===== config.mk =====
export PLATFORM = sky130hd
export DESIGN_NAME = fifo_ctrl
export DESIGN_NICKNAME = d
export VERILOG_FILES = /design/src/rtl/fifo_ctrl.sv
export SDC_FILE = /design/constraint.sdc
export NUM_CORES = 1
export LEC_CHECK = 0
export ABC_AREA = 1
export CAP_MARGIN = 5
export CORE_AREA = 4 4 66 81
export CTS_BUF_LIST = sky130_fd_sc_hd__clkbuf_8
export CTS_CLUSTER_DIAMETER = 120
export DETAILED_ROUTE_END_ITERATION = 12
export DIE_AREA = 0 0 70 85
export PLACE_DENSITY = 0.75
export RECOVER_POWER = 50
export SLEW_MARGIN = 25
export SYNTH_ARGS = -nofsm -noshare
export SYNTH_HDL_FRONTEND = slang
export SYNTH_SLANG_ARGS = --single-unit

===== constraint.sdc =====
create_clock -name clk -period 2.22 [get_ports clk]
set_input_delay 0.333 -clock clk [delete_from_list [all_inputs] [get_ports clk]]
set_output_delay 0.333 -clock clk [all_outputs]
set_load 0.02 [all_outputs]

===== src/rtl/fifo_ctrl.sv =====
// fifo_ctrl: pointer, occupancy and flag controller for the sync FIFO.
// Wrap-counter pointers carry one extra MSB to tell full from empty.
module fifo_ctrl #(
  parameter int ADDR_WIDTH = 9,
  parameter int AFULL_TH   = 508,
  parameter int AEMPTY_TH  = 4
) (
  input  logic                  clk,
  input  logic                  rst,
  input  logic                  flush,
  input  logic                  wr_req,
  input  logic                  rd_req,
  input  logic                  clr_err,
  output logic                  wr_en,
  output logic                  rd_en,
  output logic [ADDR_WIDTH-1:0] wr_addr,
  output logic [ADDR_WIDTH-1:0] rd_addr,
  output logic [ADDR_WIDTH:0]   count,
  output logic                  full,
  output logic                  empty,
  output logic                  almost_full,
  output logic                  almost_empty,
  output logic                  overflow,
  output logic                  underflow
);

  localparam int AW = ADDR_WIDTH;

  localparam logic [AW:0] ZERO    = '0;
  localparam logic [AW:0] ONE     = {{AW{1'b0}}, 1'b1};
  localparam logic [AW:0] DEPTH_C = {1'b1, {AW{1'b0}}};
  localparam logic [AW:0] AFULL_C = AFULL_TH[AW:0];
  localparam logic [AW:0] AEMPT_C = AEMPTY_TH[AW:0];

  logic [AW:0] wr_ptr_q, wr_ptr_d;
  logic [AW:0] rd_ptr_q, rd_ptr_d;
  logic [AW:0] count_q, count_d;
  logic        full_q, full_d;
  logic        empty_q, empty_d;
  logic        afull_q, afull_d;
  logic        aempty_q, aempty_d;
  logic        ovf_q, ovf_d;
  logic        udf_q, udf_d;

  // Gate strobes with registered flags, then derive next pointers/flags.
  always_comb begin
    wr_en    = wr_req & ~full_q & ~flush;
    rd_en    = rd_req & ~empty_q & ~flush;
    wr_ptr_d = wr_ptr_q;
    rd_ptr_d = rd_ptr_q;
    count_d  = count_q;
    ovf_d    = ovf_q;
    udf_d    = udf_q;

    if (flush) begin
      wr_ptr_d = ZERO;
      rd_ptr_d = ZERO;
      count_d  = ZERO;
    end else begin
      if (wr_en) wr_ptr_d = wr_ptr_q + ONE;
      if (rd_en) rd_ptr_d = rd_ptr_q + ONE;
      unique case ({wr_en, rd_en})
        2'b10:   count_d = count_q + ONE;
        2'b01:   count_d = count_q - ONE;
        default: count_d = count_q;
      endcase
      // A set condition in the same cycle as clr_err wins.
      if (clr_err) begin
        ovf_d = 1'b0;
        udf_d = 1'b0;
      end
      if (wr_req & full_q)  ovf_d = 1'b1;
      if (rd_req & empty_q) udf_d = 1'b1;
    end

    full_d   = (count_d == DEPTH_C);
    empty_d  = (count_d == ZERO);
    afull_d  = (count_d >= AFULL_C);
    aempty_d = (count_d <= AEMPT_C);
  end

  // State register; rst overrides flush and every request.
  always_ff @(posedge clk) begin
    if (rst) begin
      wr_ptr_q <= ZERO;
      rd_ptr_q <= ZERO;
      count_q  <= ZERO;
      full_q   <= 1'b0;
      empty_q  <= 1'b1;
      afull_q  <= 1'b0;
      aempty_q <= 1'b1;
      ovf_q    <= 1'b0;
      udf_q    <= 1'b0;
    end else begin
      wr_ptr_q <= wr_ptr_d;
      rd_ptr_q <= rd_ptr_d;
      count_q  <= count_d;
      full_q   <= full_d;
      empty_q  <= empty_d;
      afull_q  <= afull_d;
      aempty_q <= aempty_d;
      ovf_q    <= ovf_d;
      udf_q    <= udf_d;
    end
  end

  assign wr_addr      = wr_ptr_q[AW-1:0];
  assign rd_addr      = rd_ptr_q[AW-1:0];
  assign count        = count_q;
  assign full         = full_q;
  assign empty        = empty_q;
  assign almost_full  = afull_q;
  assign almost_empty = aempty_q;
  assign overflow     = ovf_q;
  assign underflow    = udf_q;

endmodule


### Word level (Yosys, flattened, before mapping)

Index checks and enable logic that the tools add are counted.

* logic and storage cells: 38
* register bits: 36
* output and inout bits: 36

* bitwise gates (word level): 9
* equal/unequal tests: 3
* reductions and logical operators: 6
* add/sub/neg operators: 4
* muxes and demuxes: 5
* order comparisons: 2

Operators by type and width (number)
* 10-bit by 1-bit adder with 10-bit output (second input constant): 3
* 10-bit one-hot mux with 2 select lines: 1
* 10-bit equality test (second input constant): 1
* 10-bit by 9-bit greater-or-equal comparator with 1-bit output (second input constant): 1
* 10-bit by 3-bit less-or-equal comparator with 1-bit output (second input constant): 1
* 10-bit zero test: 1
* 10-bit two-way mux: 1
* 10-bit by 1-bit subtractor with 10-bit output (second input constant): 1
* 1-bit bitwise AND: 6
* 2-bit AND reduction: 2
* 2-bit nonzero test: 2
* 1-bit two-way mux: 3
* 1-bit inverter: 3
* 2-bit by 1-bit equality test with 1-bit output (second input constant): 1
* 2-bit equality test (second input constant): 1
* 2-bit OR reduction: 1

### Longest topological paths before layout

* depth after elaboration: 7
* mapped depth: 20
* gate-level depth less buffers: 19

### Least setup slack after synthesis

OpenSTA, ideal clock, no wires.

* kind: register to register
* start: register full_q (netlist: full)
* end: register full_q (netlist: full)
* slack: -0.220 ns
* setup time: 0.062 ns
* arrival: 2.378 ns
* buffers on the path: 1
* stages on the path, launching flop included: 20
* period minus slack after synthesis: 2.440 ns
* cells stage by stage: dfxtp_1 -> inv_1 -> nand2_1 -> nand3_4 -> buf_8 -> nand2_4 -> nand2_4 -> ha_1 -> or2_2 -> nand3_1 -> nand2_1 -> nand2_1 -> nand3_1 -> nand2_1 -> nand2_1 -> nand2_1 -> nand2_1 -> nor3_2 -> nand2_1 -> nor2_2

* cells in the longest elaborated chain, start to end: 7
* elaborated cells on any way between the ends: 8
* classes of those cells: eq/ne (3); mux (2); bitwise (3)

RTL lines
* start, declared: line 38 `logic full_q, full_d;`
* start signal, assigned: line 98 `full_q <= full_d;`
* 1-bit inverter (*): line 47 `wr_en = wr_req & ~full_q & ~flush;`
* 1-bit bitwise AND (*) (2 in a row): line 47
* 2-bit by 1-bit equality test with 1-bit output / 2-bit equality test (equally long branches): line 62 `unique case ({wr_en, rd_en})`
* 10-bit one-hot mux with 2 select lines (*): line 62
* 10-bit two-way mux (*): line 55 `if (flush) begin`
* 10-bit equality test (*): line 76 `full_d = (count_d == DEPTH_C);`

Mark *: on every way between the ends. The rest lies on a longest branch, timed or not.
A chain may end at the register's enable or synchronous reset.

### Worst setup path after layout

* start: register empty_q (netlist: empty)
* end: register full_q (netlist: full)

* cells in the longest elaborated chain, start to end: 7
* elaborated cells on any way between the ends: 8
* classes of those cells: eq/ne (3); mux (2); bitwise (3)

RTL lines
* start, declared: line 39 `logic empty_q, empty_d;`
* start signal, assigned: line 99 `empty_q <= empty_d;`
* 1-bit inverter (*): line 48 `rd_en = rd_req & ~empty_q & ~flush;`
* 1-bit bitwise AND (*) (2 in a row): line 48
* 2-bit by 1-bit equality test with 1-bit output / 2-bit equality test (equally long branches): line 62
* 10-bit one-hot mux with 2 select lines (*): line 62
* 10-bit two-way mux (*): line 55
* 10-bit equality test (*): line 76

Marks and branches as above.

==> flow_summary.ini <==
[drt]
drc = 0
wire_per_inst_um = 13.5
vias_per_cell = 5.17
drt.antenna.violating_nets = 0
vias = 2405
detail_route.first_pass.iterations = 5
routed_wl_um = 6260
drt_iter0_drc = 210

[power_and_ir_drop]
p_comb_frac = 0.256
p_int_w = 0.00114
pwr-share-clk = 0.343
p_leak_nw = 1.35
seqPwrFrac = 0.400
p_switching_w = 0.000499
p_sw_frac = 0.304
total_power_w = 0.00164
pwr_density_cell_mw_per_mm2 = 529
vdd.ir_drop.worst_mv = 0.544

[die]
rows = 27
die_w_um = 70
die_h_um = 85
coreArea_sq_mm = 0.00453
die-area_sq_mm = 0.00595
pin_count = 42
floorplan.initialDensity = 0.473

[synthesis]
async_flop_share = 0
syn_area_per_cell_sq_um = 6.53
synth_most_common_cell = nand2_1
netlist-cell-type-count = 34
synth_top_area_frac = 0.318
yosys-top-cells-area = dfxtp_1 (32%), nand2_1 (14%), inv_1 (7.7%), nand3_1 (7.7%), nor2_1 (6.5%)
synth_fp_nets = 338
synth_edf_count = 0
yosys_warnings = 0
netlist_instances = 328
ys.flop_type = dfxtp_1
ys_seq_elements = 34
yosysTopAreaCell = dfxtp_1
syn_area_sq_mm = 0.00214
netlist_top_cells_count = nand2_1 (80), inv_1 (44), nor2_1 (37)
ys_seq_area_frac = 0.318

[layout]
syn2layout_area_growth_pct = 44.9
n_antenna_cell = 0
fin_area_sq_mm = 0.00310
drive_above_1_share = 0.275
final_net_count = 416

[clocking]
cts_tree = done
h-tree-depth = 2
clk_path_buf_depth = 2
clk_latency_ns = 0.29
cts_buffers = 5
cts_root_buf = clkbuf_8
cts.sinks = 34
clk_pin_slew_ns = 0.07
hold_buffers = 0

[grt]
overflow = 0
antenna_found_initial = 0
grt_first_pass_wirelength_um = 10000
track_usage = 0.203
grt_max_degree = 15
grt_pass1_vias = 2313

[timing]
setup_viol = 0
finalCritPeriodShare = 0.948
fmax_mhz = 475
tns_ns = 0
worst_pin_slew_ns = 0.290
finalClockSkew_ns = 0.0110
maxSlewViolCount = 0
slew_headroom = 0.805
fin_crit_ns = 2.11
finalHoldViolCount = 0
setup_ws_ns = 0.115

[place]
dpl_cell_area_sq_mm = 0.00282
preCtsSetupSlack_ns = -0.526
detailed_place_hpwl_um = 4570
globalplace.congestion = 0.879
portBuffers = 41

[setup_path]
cp-end-kind = flip-flop
startpoint_type = flip-flop
cp.arrival_ns = 2.33
crit_type = reg -> reg
crit_required_ns = 2.45
critPathMaxFanout = 5

[status]
outcome = finished clean

[flow_run]
drv_cap = 0

[worst_hold_path]
hold_path_class = in -> reg
[metrics by stage]
step | cells | util | hold slack (ns)
floorplan | 328 | - | 0.417
global placement | 450 | 0.623 | 0.462
finish | 465 | 0.685 | 0.426
detailed placement | 450 | 0.623 | 0.474
global route | 465 | 0.685 | 0.419
CTS | 461 | 0.654 | 0.485
[critical path, cell delays in order (launching register included)]
cell and delay, ns:
dfxtp_4 0.40, inv_4 0.07, nand3_4 0.09, nand2_4 0.09, nand2_4 0.05, ha_2 0.16
or2_4 0.25, nand3_2 0.09, nand2_2 0.08, nand2_2 0.08, nand3_2 0.06, nand2_2 0.07
nand2_2 0.07, nand2_4 0.08, nand2_4 0.06, nor3_4 0.17, nand2_1 0.08, nor2_2 0.09
[placed cells by master, fill, tap and decap left out, types with 4 or more instances in the layout]
| master | n |
|---|---|
| dfxtp_1 | 31 |
| nand2_1 | 68 |
| buf_4 | 34 |
| nand3_1 | 29 |
| nor2_2 | 5 |
| nand2_2 | 17 |
| inv_2 | 7 |
| nor2_1 | 33 |
| clkbuf_8 | 5 |
| inv_1 | 39 |
| nor3_1 | 4 |
| nand2_4 | 8 |
| nand3_2 | 8 |
| clkdlybuf4s50_1 | 36 |
| o21ai_0 | 13 |
| a21oi_1 | 20 |
[registers in the layout, summed over array words and instances (netlist names)]
signal	flops
almost_empty	1
almost_full	1
count	10
empty	1
full	1
overflow	1
rd_ptr_q	9
underflow	1
wr_ptr_q	9
[metal layers]
layer  GRT usage  wire length, um  up-vias
li1            -                -     1190
met4      0.0854              175        0
met2       0.383             3420       93
met3      0.0474              352       22
met5           0                0        -
met1       0.212             2310     1100
[layout make-up]
class / instances / area (sq um)
inverters: 51 / 199
fillers: 378 / 1420
multi-input cells: 235 / 1350
clock inverters: 3 / 40.0
flip-flops and latches: 34 / 689
repair buffers: 79 / 686
well taps: 58 / 72.6
clock buffers: 5 / 68.8
[kinds of logic (layout without fill, tap and decap cells)]
kind of cell | count (synthesis) | in the layout | share of synthesized area
AND/OR/NAND/NOR | 188 | 188 | 0.430
AO/OA/AOI/OAI | 40 | 40 | 0.0999
XOR/XNOR | 3 | 3 | 0.0123
buffers and inverters | 59 | 138 | 0.117
adder cells (fa/ha/maj) | 4 | 4 | 0.0234
flip-flops | 34 | 34 | 0.318
[power by group through the flow]
stage | registers (W) | clock network, W | logic [W]
6_report | 0.000658 | 0.000564 | 0.000421
3_5_place_dp | 0.000668 | 0 | 0.000361
4_1_cts | 0.000654 | 0.000568 | 0.000369
3_3_place_gp | 0.000668 | 0 | 0.000355
5_1_grt | 0.000660 | 0.000599 | 0.000455
2_1_floorplan | 0.000685 | 0 | 0.000191
[final timing paths]
path / to / cells past startpoint / start / slack (ns)
hold / removal: overflow / 3 / wr_req / 0.43
setup reg to reg: full / 17 / empty / 0.11
setup / recovery: full / 17 / empty / 0.11
hold reg to reg: underflow / 2 / underflow / 0.48
[what timing repair did]
item | in CTS | in global routing
setup endpoints to repair | 8 | 6
pin swaps | 4 | 21
gates resized for setup | 8 | 42
setup buffers | 3 | 4
(Power assumes the default switching activity.)
